$ cat src/rtl/conv_encoder_sys.sv
// Rate-1/2 convolutional encoder, K selectable 3..6, with zero-input tail flush.
// Optional symbol counter / frame_done outputs enabled by CONV_ENC_SYM_COUNT_EN.
module conv_encoder_sys #(
  parameter int MAX_K = 6,
  parameter int CNT_W = 16
) (
  input  logic       clk,
  input  logic       rst_n,
  input  logic [2:0] choose_constraint_length,
  input  logic       in_bit,
  input  logic       in_valid,
  input  logic       in_last,
  output logic       in_ready,
  output logic [1:0] encoded_bits,
  output logic       out_valid,
  output logic       out_last,
  input  logic       out_ready
`ifdef CONV_ENC_SYM_COUNT_EN
  ,
  output logic [CNT_W-1:0] sym_count,
  output logic             frame_done
`endif
);

  localparam int SR_W = MAX_K - 1;

  typedef enum logic [1:0] {S_IDLE, S_DATA, S_TAIL} state_t;

  state_t          r_state, w_state_nxt;
  logic [2:0]      r_k, w_k_sel, w_k_cur;
  logic [2:0]      r_tail_cnt, w_tail_nxt;
  logic [SR_W-1:0] r_sr, w_sr_nxt, w_sr_mask;
  logic [1:0]      r_enc, w_sym;
  logic            r_out_valid, r_out_last;
  logic            w_load, w_acc, w_tail_step, w_u, w_emit;

  // Octal generator for the given K; MSB taps the current input bit.
  function automatic logic [MAX_K-1:0] gen_poly(input logic [2:0] k, input logic sel_g1);
    case (k)
      3'd3:    return sel_g1 ? MAX_K'(6'o05) : MAX_K'(6'o07);
      3'd4:    return sel_g1 ? MAX_K'(6'o17) : MAX_K'(6'o15);
      3'd5:    return sel_g1 ? MAX_K'(6'o35) : MAX_K'(6'o23);
      default: return sel_g1 ? MAX_K'(6'o75) : MAX_K'(6'o53);
    endcase
  endfunction

  // Left-align the generator so bit MAX_K-1-j always taps s_j regardless of K.
  function automatic logic tap_parity(input logic [2:0] k, input logic sel_g1,
                                      input logic u, input logic [SR_W-1:0] sr);
    logic [MAX_K-1:0] g_al;
    logic             p;
    g_al = gen_poly(k, sel_g1) << (MAX_K - int'(k));
    p    = u;
    for (int j = 1; j < MAX_K; j++) p = p ^ (g_al[MAX_K-1-j] & sr[j-1]);
    return p;
  endfunction

  assign w_k_sel = (choose_constraint_length < 3'd3) ? 3'd3 :
                   (choose_constraint_length > 3'd6) ? 3'd6 : choose_constraint_length;
  assign w_k_cur = (r_state == S_IDLE) ? w_k_sel : r_k;

  assign w_load      = !r_out_valid || out_ready;
  assign in_ready    = rst_n && (r_state != S_TAIL) && w_load;
  assign w_acc       = in_valid && in_ready;
  assign w_tail_step = (r_state == S_TAIL) && w_load;
  assign w_emit      = w_acc || w_tail_step;
  assign w_u         = w_acc ? in_bit : 1'b0;

  assign w_sym     = {tap_parity(w_k_cur, 1'b0, w_u, r_sr), tap_parity(w_k_cur, 1'b1, w_u, r_sr)};
  // K=6 wraps 1<<5 to zero, so the subtraction yields all ones as intended.
  assign w_sr_mask = (SR_W'(1) << (w_k_cur - 3'd1)) - SR_W'(1);
  assign w_sr_nxt  = {r_sr[SR_W-2:0], w_u} & w_sr_mask;

  // NOTE: every signal assigned in this block gets a default first, so no latch is inferred.
  always_comb begin
    w_state_nxt = r_state;
    w_tail_nxt  = r_tail_cnt;
    case (r_state)
      S_IDLE: if (w_acc) begin
        w_state_nxt = in_last ? S_TAIL : S_DATA;
        if (in_last) w_tail_nxt = w_k_sel - 3'd1;
      end
      S_DATA: if (w_acc && in_last) begin
        w_state_nxt = S_TAIL;
        w_tail_nxt  = r_k - 3'd1;
      end
      S_TAIL: if (w_load) begin
        w_tail_nxt = r_tail_cnt - 3'd1;
        if (r_tail_cnt == 3'd1) w_state_nxt = S_IDLE;
      end
      default: w_state_nxt = S_IDLE;
    endcase
  end

  // NOTE: sequential state uses non-blocking assignments so all registers update from pre-edge values.
  always_ff @(posedge clk or negedge rst_n) begin
    if (!rst_n) begin
      r_state     <= S_IDLE;
      r_tail_cnt  <= 3'd0;
      r_k         <= 3'd3;
      r_sr        <= '0;
      r_enc       <= 2'b00;
      r_out_valid <= 1'b0;
      r_out_last  <= 1'b0;
    end else begin
      r_state    <= w_state_nxt;
      r_tail_cnt <= w_tail_nxt;
      if (r_state == S_IDLE && w_acc) r_k <= w_k_sel;
      if (w_emit) r_sr <= w_sr_nxt;
      if (w_load) begin
        r_out_valid <= w_emit;
        r_enc       <= w_emit ? w_sym : 2'b00;
        r_out_last  <= w_tail_step && (r_tail_cnt == 3'd1);
      end
    end
  end

  assign encoded_bits = r_enc;
  assign out_valid    = r_out_valid;
  assign out_last     = r_out_last;

`ifdef CONV_ENC_SYM_COUNT_EN
  logic [CNT_W-1:0] r_sym_count;
  logic             r_frame_done;
  logic             w_hs;

  assign w_hs = r_out_valid && out_ready;

  always_ff @(posedge clk or negedge rst_n) begin
    if (!rst_n) begin
      r_sym_count  <= '0;
      r_frame_done <= 1'b0;
    end else begin
      r_frame_done <= w_hs && r_out_last;
      if (r_state == S_IDLE && w_acc)       r_sym_count <= '0;
      else if (w_hs && (r_sym_count != '1)) r_sym_count <= r_sym_count + 1'b1;
    end
  end

  assign sym_count  = r_sym_count;
  assign frame_done = r_frame_done;
`endif

endmodule

$ cat config.mk
export PLATFORM = sky130hd
export DESIGN_NAME = conv_encoder_sys
export DESIGN_NICKNAME = d
export VERILOG_FILES = /design/src/rtl/conv_encoder_sys.sv
export SDC_FILE = /design/constraint.sdc
export NUM_CORES = 1
export LEC_CHECK = 0
export CAP_MARGIN = 0
export CORE_MARGIN = 8
export CORE_UTILIZATION = 61
export DETAILED_ROUTE_END_ITERATION = 8
export PLACE_DENSITY = 0.84
export SLEW_MARGIN = 20
export SYNTH_ARGS = -nofsm -noshare
export SYNTH_HDL_FRONTEND = slang
export SYNTH_SLANG_ARGS = --single-unit
$ cat constraint.sdc
create_clock -name clk -period 8.1 [get_ports clk]
set_clock_uncertainty 0.15 [all_clocks]
set_input_delay 1.62 -clock clk [delete_from_list [all_inputs] [get_ports clk]]
set_output_delay 1.62 -clock clk [all_outputs]
set_load 0.005 [all_outputs]
==> results of run 1 <==
==> cell families (layout without fill, tap and decap cells) <==
logic type	after synthesis	in the layout	synth area share
mux	4	4	0.0322
buf+inv	13	26	0.0366
flops	17	17	0.298
simple gates	78	78	0.273
compound gates	43	43	0.197
xor+xnor	11	11	0.0766
fa+ha+maj	10	10	0.0870
==> worst reg2reg max path, stage by stage (launching register included) <==
cell	delay, ps
dfrtp_1	580
or2_4	360
o31ai_4	390
inv_1	120
ha_1	260
ha_1	380
inv_1	140
and3_1	190
nand2_1	70
a22o_1	190
a21oi_1	160
xnor3_1	430
xor2_1	180
o21ai_1	70
==> state kept, by name, indices dropped and copies added, names as in the netlist <==
register	count
out_last	1
r_tail_cnt	3
encoded_bits	2
r_sr	5
out_valid	1
r_state	2
r_k	3
==> metal layers <==
metal  global-route usage  wire [um]  vias to the layer above  share of wire
met3               0.0481        157                        7          0.049
met1                0.191       1470                      611           0.46
met5                    0          0                        -              0
met4               0.0436         40                        0          0.013
met2                0.256       1530                       33           0.48
li1                     -          -                      641              -
==> worst max-delay path by stage <==
stage | start | end | slack [ps] | depth (start not counted)
2_1_floorplan | choose_constraint_length[0] | encoded_bits[1]$_DFFE_PN0N_ | 3830 | 13
3_3_place_gp | rst_n | in_ready | 2930 | 3
3_5_place_dp | rst_n | in_ready | 2900 | 3
4_1_cts | rst_n | in_ready | 2880 | 3
5_1_grt | rst_n | in_ready | 2750 | 3
6_report | rst_n | in_ready | 2930 | 3
==> area by class of cell <==
type / count / area share
Clock inverter: 1 / 0.00311
Clock buffer: 3 / 0.0140
Sequential cell: 17 / 0.266
Inverter: 9 / 0.0210
Multi-Input combinational cell: 146 / 0.594
Timing Repair Buffer: 13 / 0.0807
Tap cell: 28 / 0.0217
==> synthesized netlist by cell type, types with 2 or more instances <==
master	n
a21oi_1	7
nor3_1	3
mux2i_1	2
and3_1	2
clkbuf_1	3
nor2b_1	4
nand4_1	2
dfrtp_1	15
o21ai_1	2
inv_1	9
o22ai_1	2
nand3_1	7
ha_1	10
nand2_1	32
xnor2_1	8
o32ai_1	2
a31oi_1	3
xor2_1	2
o21ai_0	18
nand3b_1	3
nor3b_1	4
nand2b_1	7
a21o_1	2
nor2_1	8
dfstp_2	2
a22o_1	2
==> stage by stage <==
| step | hold WS [ps] | utilization | total power, uW |
|---|---|---|---|
| 4_1_cts | 345 | 0.729 | 668 |
| 3_3_place_gp | 311 | 0.716 | 600 |
| 5_1_grt | 379 | 0.729 | 731 |
| 6_report | 340 | 0.729 | 674 |
| 3_5_place_dp | 322 | 0.716 | 621 |
| 2_1_floorplan | 322 | - | 520 |
==> power by group <==
group / total (uW) / leakage, uW / internal, uW / switching [uW]
Combinational: 451 / 0.000442 / 202 / 249
Sequential: 178 / 0.000213 / 122 / 56.0
Clock: 45.6 / 0.0000177 / 18.4 / 27.2
==> impl_metrics.env, run 1 <==
export IMPL_crit_fanout=19
export IMPL_status="finished clean"
export IMPL_async_flop_share=1.00
export IMPL_period_share=0.638
export IMPL_max_slew_margin=0.473
export IMPL_cts_hold_buf=0
export IMPL_finalSetupViolCount=0
export IMPL_cts_made_buffers=3
export IMPL_rr_worst_depth=13
export IMPL_vias=1292
export IMPL_grt_total_usage=0.155
export IMPL_setup_tns_final_ps=0
export IMPL_synth_flop_cell="dfrtp_1"
export IMPL_cts_root_buf="clkbuf_4"
export IMPL_holdPathEnd="out_last$_DFFE_PN0N_"
export IMPL_r2r_end="encoded_bits[1]$_DFFE_PN0N_"
export IMPL_arrival_ps=3400
export IMPL_grt_pass1_wl_um=5290
export IMPL_place_ws_ps=2900
export IMPL_diodes=0
export IMPL_path_buf_inv=2
export IMPL_coreArea_um2=2210
export IMPL_worstHoldStart="out_last$_DFFE_PN0N_"
export IMPL_cp_required_ps=6330
export IMPL_placed_area_um2=1580
export IMPL_synth_seq_area_share=0.298
export IMPL_grt_overflow_total=0
export IMPL_postSynthCellCount=176
export IMPL_drv_cap=0
export IMPL_synth_top_area_frac=0.261
export IMPL_cts_resized=0
export IMPL_grt_start_max_net_pins=20
export IMPL_dieArea_um2=4170
export IMPL_multi_input_area_um2=957
export IMPL_antenna_left=0
export IMPL_synth_area_per_cell_um2=8.17
export IMPL_cts_tree="done"
export IMPL_drc=0
export IMPL_synth_area_leaders="dfrtp_1, ha_1, nand2_1"
export IMPL_io_buffers=13
export IMPL_numPlacedInstances=213
export IMPL_dr_pass1_iters=4
export IMPL_place_congestion=0.921
export IMPL_synth_cell_types=41
export IMPL_endpoint_kind="primary output"
export IMPL_die_h_um=64.5
export IMPL_pwr_density_cell_nw_per_um2=418
export IMPL_die_w_um=64.5
export IMPL_drtIter0Drc=77
export IMPL_r2r_slack_ps=4310
export IMPL_routedWlPerCell_um=14.7
export IMPL_max_clock_path_buffers=2
export IMPL_final_area_um2=1610
export IMPL_drive_gt1_frac=0.0794
export IMPL_post_cts_setup_buffer_count=0
export IMPL_path_cells="clkdlybuf4s50_1 > nor3b_1 > clkdlybuf4s50_1"
export IMPL_cts_clk_slew_worst_paths_ps=100
export IMPL_min_path_cells=2
export IMPL_ys_warn_count=0
export IMPL_start_util=0.650
export IMPL_cts_sinks=17
export IMPL_max_stage_delay_ps=980
export IMPL_hold_violations=0
export IMPL_post_route_min_period_ps=5170
export IMPL_layout_commonest_cell="nand2_1"
export IMPL_worstReg2RegStart="r_state[1]$_DFFE_PN0P_"
export IMPL_slew_violations=0
export IMPL_critPathMostFrequentCell="clkdlybuf4s50_1"
export IMPL_dp_hpwl_um=2440
export IMPL_viasPerCell=5.95
export IMPL_synth_edf_count=0
export IMPL_wl_um=3200
export IMPL_grt_pass1_vias=1209
export IMPL_start_kind="primary input"
export IMPL_synth_top_cell_by_area="dfrtp_1"
export IMPL_hold_path_class="reg2reg"
export IMPL_worstMarginPinSlew_ps=788
export IMPL_p_leak_uw=0.000673
export IMPL_setup_worst_path_class="in2out"
export IMPL_cts_max_level=1
export IMPL_antenna_found_initial=0
export IMPL_seq_area_um2=428
export IMPL_syn_cell_area_um2=1440
export IMPL_nets=209
export IMPL_synth_seq_cells=17
export IMPL_clock_latency_ps=290
export IMPL_io_pins=14
export IMPL_final_cell_mix="nand2_1, o21ai_0, dfrtp_1, clkdlybuf4s50_1, ha_1"
export IMPL_path_delay_family="buffers and inverters"
export IMPL_nFillCells=187
export IMPL_layout_cells_non_filler=217
export IMPL_rsz0062_at_grt="false"
export IMPL_setup_slack_ps=2930
export IMPL_ir_worst_vdd_v=0.000261
export IMPL_rows=17
export IMPL_fmax_ghz=0.194
export IMPL_areaGrowthSynthToFinish_pct=12.1
export IMPL_worst_path_max_delay_cell="clkdlybuf4s50_1"
export IMPL_synth_nets=195
Power figures use the tool's default switching activity.
==> inputs of run 2 (changes only) <==
--- a/config.mk
+++ b/config.mk
@@ -7,9 +7,9 @@
 export LEC_CHECK = 0
 export CAP_MARGIN = 0
 export CORE_MARGIN = 8
-export CORE_UTILIZATION = 61
+export CORE_UTILIZATION = 57
 export DETAILED_ROUTE_END_ITERATION = 8
-export PLACE_DENSITY = 0.84
+export PLACE_DENSITY = 0.8
 export SLEW_MARGIN = 20
 export SYNTH_ARGS = -nofsm -noshare
 export SYNTH_HDL_FRONTEND = slang
==> constraint.sdc (replaced) <==
create_clock -name clk -period 4.8 [get_ports clk]
set_clock_uncertainty 0.15 [all_clocks]
set_input_delay 0.96 -clock clk [delete_from_list [all_inputs] [get_ports clk]]
set_output_delay 0.96 -clock clk [all_outputs]
set_load 0.005 [all_outputs]
==> run 2 against run 1 <==
Compared with the run above:
- core utilization shrank 6.1 points
- non-clock buffer count up 1
- hold slack better by 4.4 ps
- sequential power increased by 69%
- critical endpoint is now encoded_bits[1]$_DFFE_PN0N_
- largest cell class unchanged
==> impl_metrics.env, run 2 (synthesis results as in run 1) <==
export IMPL_p_leak_uw=0.000674
export IMPL_cp_required_ps=4840
export IMPL_hold_violations=0
export IMPL_endpoint_kind="flop"
export IMPL_largest_reg_flops=5
export IMPL_crit_fanout=9
export IMPL_max_stage_delay_ps=560
export IMPL_finalSetupViolCount=0
export IMPL_pwr_density_cell_nw_per_um2=702
export IMPL_vias=1322
export IMPL_start_util=0.591
export IMPL_r2r_slack_ps=1070
export IMPL_antenna_left=0
export IMPL_drive_gt1_frac=0.0842
export IMPL_path_cells="clkdlybuf4s50_1 > inv_1 > o31ai_4 > inv_1 > ha_1 > ha_1 > inv_1 > and3_1 > nand2_1 > a22o_1 > a21oi_1 > xnor3_1 > xor2_1 > o21ai_1"
export IMPL_hold_path_class="reg2reg"
export IMPL_drc=0
export IMPL_r2r_end="encoded_bits[1]$_DFFE_PN0N_"
export IMPL_nFillCells=209
export IMPL_coreArea_um2=2430
export IMPL_grt_start_max_net_pins=20
export IMPL_post_cts_setup_buffer_count=0
export IMPL_cts_made_buffers=3
export IMPL_ir_worst_vdd_v=0.000531
export IMPL_diodes=0
export IMPL_io_buffers=13
export IMPL_die_h_um=66.2
export IMPL_critPathMostFrequentCell="inv_1"
export IMPL_drv_cap=0
export IMPL_wl_um=3250
export IMPL_setup_worst_path_class="in2reg"
export IMPL_setup_tns_final_ps=0
export IMPL_worstSetupStartpoint="choose_constraint_length[2]"
export IMPL_viasPerCell=6.01
export IMPL_max_clock_path_buffers=2
export IMPL_fmax_ghz=0.241
export IMPL_cts_tree="done"
export IMPL_crit_end="encoded_bits[1]$_DFFE_PN0N_"
export IMPL_cts_max_level=1
export IMPL_clock_latency_ps=300
export IMPL_nets=210
export IMPL_reg_top3="r_sr x5, r_k x3, r_tail_cnt x3"
export IMPL_layout_commonest_cell="nand2_1"
export IMPL_period_share=0.863
export IMPL_rr_worst_depth=13
export IMPL_io_pins=14
export IMPL_cts_resized=0
export IMPL_post_route_min_period_ps=4140
export IMPL_seq_area_um2=428
export IMPL_grt_pass1_vias=1260
export IMPL_worstMarginPinSlew_ps=771
export IMPL_rows=18
export IMPL_status="finished clean"
export IMPL_multi_input_area_um2=957
export IMPL_cts_hold_buf=0
export IMPL_areaGrowthSynthToFinish_pct=13.0
export IMPL_worstReg2RegStart="r_state[1]$_DFFE_PN0P_"
export IMPL_dr_pass1_iters=4
export IMPL_grt_overflow_total=0
export IMPL_path_buf_inv=4
export IMPL_start_kind="primary input"
export IMPL_dieArea_um2=4390
export IMPL_arrival_ps=4180
export IMPL_path_delay_family="buffers and inverters"
export IMPL_grt_total_usage=0.157
export IMPL_routedWlPerCell_um=14.8
export IMPL_worstHoldStart="out_last$_DFFE_PN0N_"
export IMPL_largest_register="r_sr"
export IMPL_numPlacedInstances=216
export IMPL_max_slew_margin=0.481
export IMPL_cts_root_buf="clkbuf_4"
export IMPL_rsz0062_at_grt="false"
export IMPL_layout_cells_non_filler=220
export IMPL_crit_cells=14
export IMPL_antenna_found_initial=0
export IMPL_cts_sinks=17
export IMPL_final_cell_mix="nand2_1, o21ai_0, dfrtp_1, clkdlybuf4s50_1, ha_1"
export IMPL_die_w_um=66.2
export IMPL_cts_clk_slew_worst_paths_ps=120
export IMPL_grt_pass1_wl_um=5630
export IMPL_drtIter0Drc=60
export IMPL_slew_violations=0
export IMPL_dp_hpwl_um=2540
export IMPL_worst_path_max_delay_cell="clkdlybuf4s50_1"
export IMPL_place_congestion=0.922
[run 2: metal layers]
layer | global-route usage | share of wire | wire (um)
met1 | 0.190 | 0.43 | 1390
met3 | 0.0288 | 0.050 | 163
met5 | 0 | 0 | 0
met2 | 0.285 | 0.52 | 1690
met4 | 0.0240 | 0.0018 | 6
[run 2: worst register-to-register path: cells and delay by family (launching register included)]
kind                     cells  cell delay [ps]
AO/OA/AOI/OAI                4              780
XOR/XNOR                     2              580
adder cells (fa/ha/maj)      2              630
buffers and inverters        2              250
flip-flops                   1              600
AND/OR/NAND/NOR              3              630
[run 2: worst min path at each step]
stage	endpoint	depth (start not counted)	slack, ps
floorplan	r_sr[4]$_DFFE_PN0P_	2	320
detailed placement	out_last$_DFFE_PN0N_	2	330
CTS	out_last$_DFFE_PN0N_	2	350
global placement	out_last$_DFFE_PN0N_	2	310
global route	out_last$_DFFE_PN0N_	2	380
finish	out_last$_DFFE_PN0N_	2	340
[run 2: final cells by class]
| cell class | count | area share |
|---|---|---|
| tap | 30 | 0.0231 |
| timing repair buffer | 14 | 0.0847 |
| clock buffer | 3 | 0.0139 |
| multi-input combinational | 146 | 0.589 |
| sequential | 17 | 0.263 |
| clock inverter | 1 | 0.00462 |
| inverter | 9 | 0.0208 |
[run 2: where the power goes]
group          leakage (uW)  switching [uW]  internal [uW]
Clock             0.0000139            53.9           31.7
Combinational      0.000447             411            343
Sequential         0.000213            94.1            206
[run 2: through the flow]
stage / instance area (um2) / hold slack (ps) / total power [uW] / setup slack, ps / utilization
CTS: 1620 / 350 / 1140 / 662 / 0.668
global route: 1620 / 384 / 1260 / 434 / 0.668
finish: 1620 / 344 / 1140 / 657 / 0.668
detailed placement: 1590 / 328 / 1050 / 355 / 0.655
floorplan: 1440 / 322 / 878 / 1190 / -
global placement: 1590 / 311 / 1020 / 493 / 0.655
